$ cat src/rtl/core_pkg.sv
// Shared constants and state encoding for the instruction-fetch stage.
package core_pkg;

    localparam int                   CORE_XLEN     = 32;
    localparam logic [CORE_XLEN-1:0] CORE_RESET_PC = 32'h0000_0000;
    localparam logic [31:0]          NOP_INSTR     = 32'h0000_0013;

    typedef enum logic [2:0] {
        IDLE = 3'd0,
        REQ  = 3'd1,
        WAIT = 3'd2,
        HOLD = 3'd3,
        HALT = 3'd4
    } fetch_state_e;

endpackage

$ cat src/rtl/fetch_unit_if.sv
// Instruction-memory request/response bus: req/ready acceptance, rvalid-qualified data.
interface fetch_unit_if #(
    parameter int XLEN = 32
);

    logic            imem_req;
    logic [XLEN-1:0] imem_addr;
    logic            imem_ready;
    logic            imem_rvalid;
    logic [31:0]     imem_rdata;

    modport master (
        output imem_req,
        output imem_addr,
        input  imem_ready,
        input  imem_rvalid,
        input  imem_rdata
    );

    modport slave (
        input  imem_req,
        input  imem_addr,
        output imem_ready,
        output imem_rvalid,
        output imem_rdata
    );

endinterface

$ cat src/rtl/fetch_unit_pc_reg.sv
// Resettable program counter with load enable; loaded values are word-aligned.
module pc_reg
    import core_pkg::*;
#(
    parameter int              XLEN     = CORE_XLEN,
    parameter logic [XLEN-1:0] RESET_PC = CORE_RESET_PC
) (
    input  logic            clk,
    input  logic            rst_n,
    input  logic            load_i,
    input  logic [XLEN-1:0] pc_d_i,
    output logic [XLEN-1:0] pc_o
);

    logic [XLEN-1:0] pc_q, pc_d;

    always_comb begin
        pc_d = pc_q;
        if (load_i) begin
            pc_d      = pc_d_i;
            pc_d[1:0] = 2'b00;
        end
    end

    always_ff @(posedge clk or negedge rst_n) begin
        if (!rst_n) pc_q <= RESET_PC;
        else        pc_q <= pc_d;
    end

    assign pc_o = pc_q;

endmodule

$ cat src/rtl/fetch_unit.sv
// Fetch stage: owns the PC, fetches one word per instruction and holds it until retire.
// Optional macro FETCH_MISALIGN_CHECK_EN halts on a misaligned retire target.
module fetch_unit
    import core_pkg::*;
#(
    parameter int              XLEN     = CORE_XLEN,
    parameter logic [XLEN-1:0] RESET_PC = CORE_RESET_PC
) (
    input  logic            clk,
    input  logic            rst_n,
    fetch_unit_if.master    imem,
    input  logic            retire,
    input  logic [XLEN-1:0] pc_next,
    output logic [XLEN-1:0] pc,
    output logic [XLEN-1:0] pc_plus4,
    output logic [31:0]     instr,
    output logic            instr_valid
`ifdef FETCH_MISALIGN_CHECK_EN
    ,
    output logic            fetch_misaligned
`endif
);

    fetch_state_e state_q, state_d;
    logic [31:0]  instr_q, instr_d;
    logic         instr_valid_q, instr_valid_d;
    logic         pc_load;
    logic         req;
`ifdef FETCH_MISALIGN_CHECK_EN
    logic         misalign_q, misalign_d;
`endif

    pc_reg #(.XLEN(XLEN), .RESET_PC(RESET_PC)) u_pc_reg (
        .clk    (clk),
        .rst_n  (rst_n),
        .load_i (pc_load),
        .pc_d_i (pc_next),
        .pc_o   (pc)
    );

    always_comb begin
        state_d       = state_q;
        instr_d       = instr_q;
        instr_valid_d = instr_valid_q;
        pc_load       = 1'b0;
        req           = 1'b0;
`ifdef FETCH_MISALIGN_CHECK_EN
        misalign_d    = misalign_q;
`endif
        unique case (state_q)
            IDLE: state_d = REQ;
            REQ: begin
                req = 1'b1;
                if (imem.imem_ready) state_d = WAIT;
            end
            // a retire arriving here is dropped; only rvalid matters
            WAIT: begin
                if (imem.imem_rvalid) begin
                    instr_d       = imem.imem_rdata;
                    instr_valid_d = 1'b1;
                    state_d       = HOLD;
                end
            end
            HOLD: begin
                if (retire) begin
                    instr_valid_d = 1'b0;
`ifdef FETCH_MISALIGN_CHECK_EN
                    if (pc_next[1:0] != 2'b00) begin
                        misalign_d = 1'b1;
                        state_d    = HALT;
                    end else begin
                        pc_load = 1'b1;
                        state_d = REQ;
                    end
`else
                    pc_load = 1'b1;
                    state_d = REQ;
`endif
                end
            end
            HALT:    state_d = HALT;
            default: state_d = IDLE;
        endcase
    end

    always_ff @(posedge clk or negedge rst_n) begin
        if (!rst_n) begin
            state_q       <= IDLE;
            instr_q       <= NOP_INSTR;
            instr_valid_q <= 1'b0;
        end else begin
            state_q       <= state_d;
            instr_q       <= instr_d;
            instr_valid_q <= instr_valid_d;
        end
    end

`ifdef FETCH_MISALIGN_CHECK_EN
    always_ff @(posedge clk or negedge rst_n) begin
        if (!rst_n) misalign_q <= 1'b0;
        else        misalign_q <= misalign_d;
    end
    assign fetch_misaligned = misalign_q;
`endif

    assign imem.imem_req  = req;
    assign imem.imem_addr = pc;
    assign pc_plus4       = pc + XLEN'(4);
    assign instr          = instr_q;
    assign instr_valid    = instr_valid_q;

endmodule
$ cat src/flat_wrapper.sv
// flat-port wrapper written by rule: the top's interface ports become plain ports
module fetch_unit_flat import core_pkg::*;
#(
    parameter int              XLEN     = CORE_XLEN,
    parameter logic [XLEN-1:0] RESET_PC = CORE_RESET_PC
)
  (clk, rst_n, retire, pc_next, pc, pc_plus4, instr, instr_valid, imem_imem_req, imem_imem_addr, imem_imem_ready, imem_imem_rvalid, imem_imem_rdata);
  fetch_unit_if #(.XLEN(XLEN)) imem_i ();
  input  logic clk;
  input  logic rst_n;
  input  logic retire;
  input  logic [XLEN-1:0] pc_next;
  output logic [XLEN-1:0] pc;
  output logic [XLEN-1:0] pc_plus4;
  output logic [31:0] instr;
  output logic instr_valid;
  output wire logic [$bits(imem_i.imem_req)-1:0] imem_imem_req;
  output wire logic [$bits(imem_i.imem_addr)-1:0] imem_imem_addr;
  input wire logic [$bits(imem_i.imem_ready)-1:0] imem_imem_ready;
  input wire logic [$bits(imem_i.imem_rvalid)-1:0] imem_imem_rvalid;
  input wire logic [$bits(imem_i.imem_rdata)-1:0] imem_imem_rdata;
  assign imem_imem_req = imem_i.imem_req;
  assign imem_imem_addr = imem_i.imem_addr;
  assign imem_i.imem_ready = imem_imem_ready;
  assign imem_i.imem_rvalid = imem_imem_rvalid;
  assign imem_i.imem_rdata = imem_imem_rdata;
  fetch_unit #(.XLEN(XLEN), .RESET_PC(RESET_PC)) u_core (.clk(clk), .rst_n(rst_n), .imem(imem_i), .retire(retire), .pc_next(pc_next), .pc(pc), .pc_plus4(pc_plus4), .instr(instr), .instr_valid(instr_valid));
endmodule
$ cat config.mk
export PLATFORM = sky130hd
export DESIGN_NAME = fetch_unit_flat
export DESIGN_NICKNAME = d
export VERILOG_FILES = /design/src/rtl/core_pkg.sv /design/src/rtl/fetch_unit_if.sv /design/src/rtl/fetch_unit_pc_reg.sv /design/src/rtl/fetch_unit.sv /design/src/flat_wrapper.sv
export SDC_FILE = /design/constraint.sdc
export NUM_CORES = 1
export LEC_CHECK = 0
export ABC_AREA = 1
export BUFFER_PORTS_ARGS = -buffer_cell sky130_fd_sc_hd__buf_2
export CAP_MARGIN = 10
export CORE_MARGIN = 3
export CORE_UTILIZATION = 46
export CTS_BUF_LIST = sky130_fd_sc_hd__clkbuf_16
export DETAILED_ROUTE_END_ITERATION = 8
export GPL_ROUTABILITY_DRIVEN = 0
export PLACE_DENSITY_LB_ADDON = 0.3
export RECOVER_POWER = 50
export SLEW_MARGIN = 10
export SYNTH_ARGS = -nofsm -noshare
export SYNTH_HDL_FRONTEND = slang
export SYNTH_SLANG_ARGS = --single-unit
$ cat constraint.sdc
create_clock -name clk -period 1.6 [get_ports clk]
set_input_delay 0.16 -clock clk [delete_from_list [all_inputs] [get_ports clk]]
set_output_delay 0.16 -clock clk [all_outputs]
set_load 0.1 [all_outputs]
## Word level (Yosys, flattened, before mapping)

Index checks and enable logic that the tools add are counted.

| word-level totals | value |
|---|---|
| input port bits | 69 |
| output and inout bits | 130 |
| logic and storage cells | 27 |
| flip-flop bits (word level) | 66 |

| operators by class | value |
|---|---|
| reduce and logical (&&, ||, !) cells | 5 |
| muxes and demuxes | 10 |
| add/subtract/negate cells | 1 |
| eq/ne operators | 7 |

Operators by type and width:

| operator | count |
|---|---|
| $add 32x3->32 const B | 1 |
| $pmux 3 s5 | 1 |
| $mux 3 | 3 |
| $eq 3x2->1 const B | 2 |
| $ne 2x2->1 const B | 3 |
| $reduce_and 3->1 | 2 |
| $mux 1 | 5 |
| $eq 3x1->1 const B | 1 |
| $eq 3x3->1 const B | 1 |
| $logic_not 3->1 | 1 |
| $pmux 1 s2 | 1 |
| $reduce_and 2->1 | 1 |
| $reduce_bool 2->1 | 1 |

## Logic depth before layout (Yosys ltp)

| logic depth | value |
|---|---|
| depth after elaboration | 3 |
| mapped depth | 8 |
| gate-level depth less buffers | 8 |

## By module

A second synthesis with hierarchy kept.

| unflattened totals | value |
|---|---|
| cell total of the unflattened synthesis | 519 |
| area, all modules | 3,936.3 sq um |

Modules (own cells, without submodules):

| module | times used | sequential area each (sq um) | area an instance (sq um) | cells an instance |
|---|---|---|---|---|
| fetch_unit | 1 | 904.6 | 2,795.2 | 389 |
| pc_reg | 1 | 750.7 | 1,141.1 | 130 |

## Worst setup path before layout

OpenSTA, ideal clock, no wires.

| timing path | value |
|---|---|
| kind | reg2out |
| start | register u_core.u_pc_reg.pc_q[2] (netlist: u_core.u_pc_reg.pc_o[2]) |
| end | output port pc_plus4[11] |
| required time | 1,440 ps |
| path slack | -2,319 ps |
| stages on the path, launching flop included | 5 |
| arrival | 3,759 ps |
| path buffers | 0 |
| cell sequence | dfrtp_1 > inv_1 > nor2_8 > nand3b_1 > xnor2_1 |

| between the ends | value |
|---|---|
| cells in the longest elaborated chain, start to end | 1 |

Ends and longest elaborated chain:

| what | RTL line | source |
|---|---|---|
| from (decl) | fetch_unit_pc_reg.sv:15 | `logic [XLEN-1:0] pc_q, pc_d;` |
| from (signal assigned) | fetch_unit_pc_reg.sv:27 | `else pc_q <= pc_d;` |
| $add 32x3->32 | fetch_unit.sv:108 | `assign pc_plus4 = pc + XLEN'(4);` |
| to (decl) | flat_wrapper.sv:14 | `output logic [XLEN-1:0] pc_plus4;` |

No other way between the ends.

## Final worst setup path

| timing path | value |
|---|---|
| start | register u_core.u_pc_reg.pc_q[2] (netlist: u_core.u_pc_reg.pc_o[2]) |
| end | output port pc_plus4[21] |

The elaborated chain is that of the path after synthesis.

==> key figures <==
Critical path
  – RR Startpoint: u_core.state_q[1]
  – Worst Reg-to-Reg Cells: 6
  – WS Path Type: flop to output pin
  – Worst setup EP type: output pin
  – WP data required: 1.44 ns
  – Largest fanout on the critical path: 4
  – FF-to-FF End: u_core.instr[13]
  – Startpoint types: flop
  – Arrival time at the worst endpoint: 1.97 ns
  – Worst Setup SP: u_core.u_pc_reg.pc_o[2]
  – Reg2reg setup slack: 0.10 ns
  – Crit path capture: pc_plus4[21]

Final layout
  – Layout filler cell count: around 400
  – Number of diodes: 0
  – Layout cells sized above 1: 0.580
  – Area of the multi-input gates: 2390 sq um
  – Area Overhead vs Synth: 77.5%
  – Design area: 6750 sq um
  – Register area: 1750 sq um
  – Nets: 794
  – Most common cell after layout, fill and taps aside: buf_2
  – Commonest non-fill, non-tap cells in the layout: 139 x buf_2, 136 x nand2_1, 56 x inv_1

STA
  – Final Hold Violating Endpoints: 0
  – Tmin final: 2.13 ns
  – Final setup margin: -0.530 ns
  – Final setup fails: 29
  – RSZ-0062 raised after global routing: yes
  – Final Max Slew Viols: 0
  – Worst Tran Pin Value: 0.918 ns
  – Fin Clk Skew: 0.00756 ns
  – Final period util: 1.33
  – Max-slew headroom: 0.388
  – FMAX: roughly 470 MHz

Global routing
  – First-pass GRT wire length: 21.1 mm
  – GR Util All Layers: 0.282
  – Antenna violations before repair: 0
  – Grt ovf: 0
  – Largest net degree at the start of global routing: 67
  – Vias in the first global route: 4,248

Outcome
  – Status: complete, but fails checks
  – Failing checks: setup timing

Drt
  – Vias: 4,456
  – Wire length per cell: between 15 and 20 microns
  – Initial DRC Count: 364
  – Number of vias per cell: 5.36
  – Antenna-violating nets left: 0
  – DRT Wirelength: 15.7 mm
  – First-pass detailed-route iteration total: 5
  – Remaining DRCs: 0

Logic synthesis
  – Main synth FF type: dfrtp_1
  – FFs w/ async S/R, synth: 1.00
  – Netlist cell types: 26
  – Synth Area in Compound Gates: 0.0658
  – Syn avg cell area: ~7.5 sq um
  – Post-Synth Simple-Gate Area: 0.299
  – Post-Synth Adder-Cell Area: 0.00329
  – Cell Area, Synth: 3800 sq um
  – Largest family of logic cells by synthesized area: simple AND/OR/NAND/NOR gates
  – Post-synthesis mux area share: 0
  – Synth Register Bits: 66
  – Synth area leader: dfrtp_1
  – Ys Warns: 0
  – Seq/Total Area, Yosys: 0.435
  – Synth top area share: 0.414
  – Top post-synthesis cells by area: dfrtp_1 41%, nand2_1 18%, buf_4 7.9%, inv_1 5.8%, nor2_1 3.8%
  – EDFF count, synth: 0
  – Post-synthesis xor/xnor area fraction: 0.0365
  – Cells after synthesis: 505

Placement
  – Count of buffers from port buffering: 190
  – Placed inst area: about 5800 sq um
  – Post-DP HPWL: around 8.8 mm

Worst hold path
  – Hold Path Stages: 3
  – Tightest Hold Check Type: input port to flop

CTS
  – H-tree depth: 3
  – Clk slew on worst S/H paths: 0.06 ns
  – CTS tree: done
  – Clock Sink Count: between 60 and 70
  – CTS Buf Count: 9
  – Worst skew pair latency: between 0.3 and 0.4 ns
  – Bufs on Longest Clock Path: 2
  – CTS Root Cell: clkbuf_16

Die
  – Core Rows: 32
  – Initial Util: 0.482
  – DIE AREA: 9400 sq um
  – Die height: 96.9 microns
  – Core area: 7890 sq um
  – Total I/O pin count: just under 200
  – Die width: 96.9 microns

Run
  – Number of max-cap violations: 0
-- through the flow --
stage	setup slack (ns)	TNS [ns]	std cells	util	hold WS, ns
6_report	-0.530	-10.66	831	0.856	0.0323
5_1_grt	-0.572	-12.71	831	0.856	0.0420
4_1_cts	-0.374	-7.75	809	0.813	0.0251
3_5_place_dp	-0.133	-0.475	786	0.732	0.207
3_3_place_gp	-0.0680	-0.179	786	0.732	0.202
2_1_floorplan	-0.915	-15.72	510	-	-0.136
-- cell type report --
cell class	instances	area share
Multi-Input combinational cell	335	0.354
Clock buffer	9	0.0334
Clock inverter	7	0.00927
Tap cell	102	0.0189
Sequential cell	66	0.259
Inverter	60	0.0347
Timing Repair Buffer	252	0.291
-- worst min path at each step --
stage / start / end / slack, ns
after floorplan: rst_n / u_core.instr[10] / -0.14
after global placement: rst_n / u_core.u_pc_reg.pc_o[7] / 0.20
after detailed placement: rst_n / u_core.u_pc_reg.pc_o[6] / 0.21
after CTS: pc_next[4] / u_core.u_pc_reg.pc_o[4] / 0.03
after global routing: imem_imem_rdata[4] / u_core.instr[4] / 0.04
final: imem_imem_rdata[4] / u_core.instr[4] / 0.03
-- layer usage --
metal / share of wire / track usage
met1: 0.36 / 0.315
met2: 0.49 / 0.497
met3: 0.088 / 0.0598
met4: 0.066 / 0.153
met5: 0 / 0
-- critical path, cell delays in order, from the launching register on --
cell and delay, ns:
dfrtp_4 0.44, buf_6 0.11, clkinvlp_4 0.14, nor2_8 0.16
nand2_4 0.12, nor2_4 0.19, nand2_1 0.13, nand2_2 0.10
nand2_4 0.06, buf_12 0.16
-- cells by family (layout without fill, tap and decap cells) --
group,Yosys count,after routing
adder cells (fa/ha/maj),1,1
buffers and inverters,109,328
AO/OA/AOI/OAI,50,50
other,1,6
AND/OR/NAND/NOR,263,263
flip-flops,66,66
XOR/XNOR,15,15
-- synth_stat cells (6+ instances only) --
| library cell | instances |
|---|---|
| buf_4 | 40 |
| dfrtp_1 | 63 |
| o21ai_1 | 26 |
| nand2_1 | 186 |
| inv_1 | 59 |
| xor2_1 | 6 |
| o21ai_0 | 22 |
| buf_6 | 6 |
| nand3_1 | 13 |
| nor2_1 | 38 |
| nor2_2 | 6 |
| xnor2_1 | 8 |
-- state kept, by name, summed over array words and instances, names as in the netlist --
name / flops
u_core.instr_valid: 1
u_core.state_q: 3
u_core.u_pc_reg.pc_o: 30
u_core.instr: 32
-- what timing repair did --
action | in CTS | in global routing
hold buffers | 1 | 0
endpoints found under the setup margin | 28 | 35
pin swaps | 24 | 31
gates resized for setup | 80 | 64
setup buffers | 7 | 27
hold endpoints to repair | 63 | 0
Power is left out: the tool's default activity adds up to more than one toggle a clock period on the data nets, which glitch-free logic cannot reach.
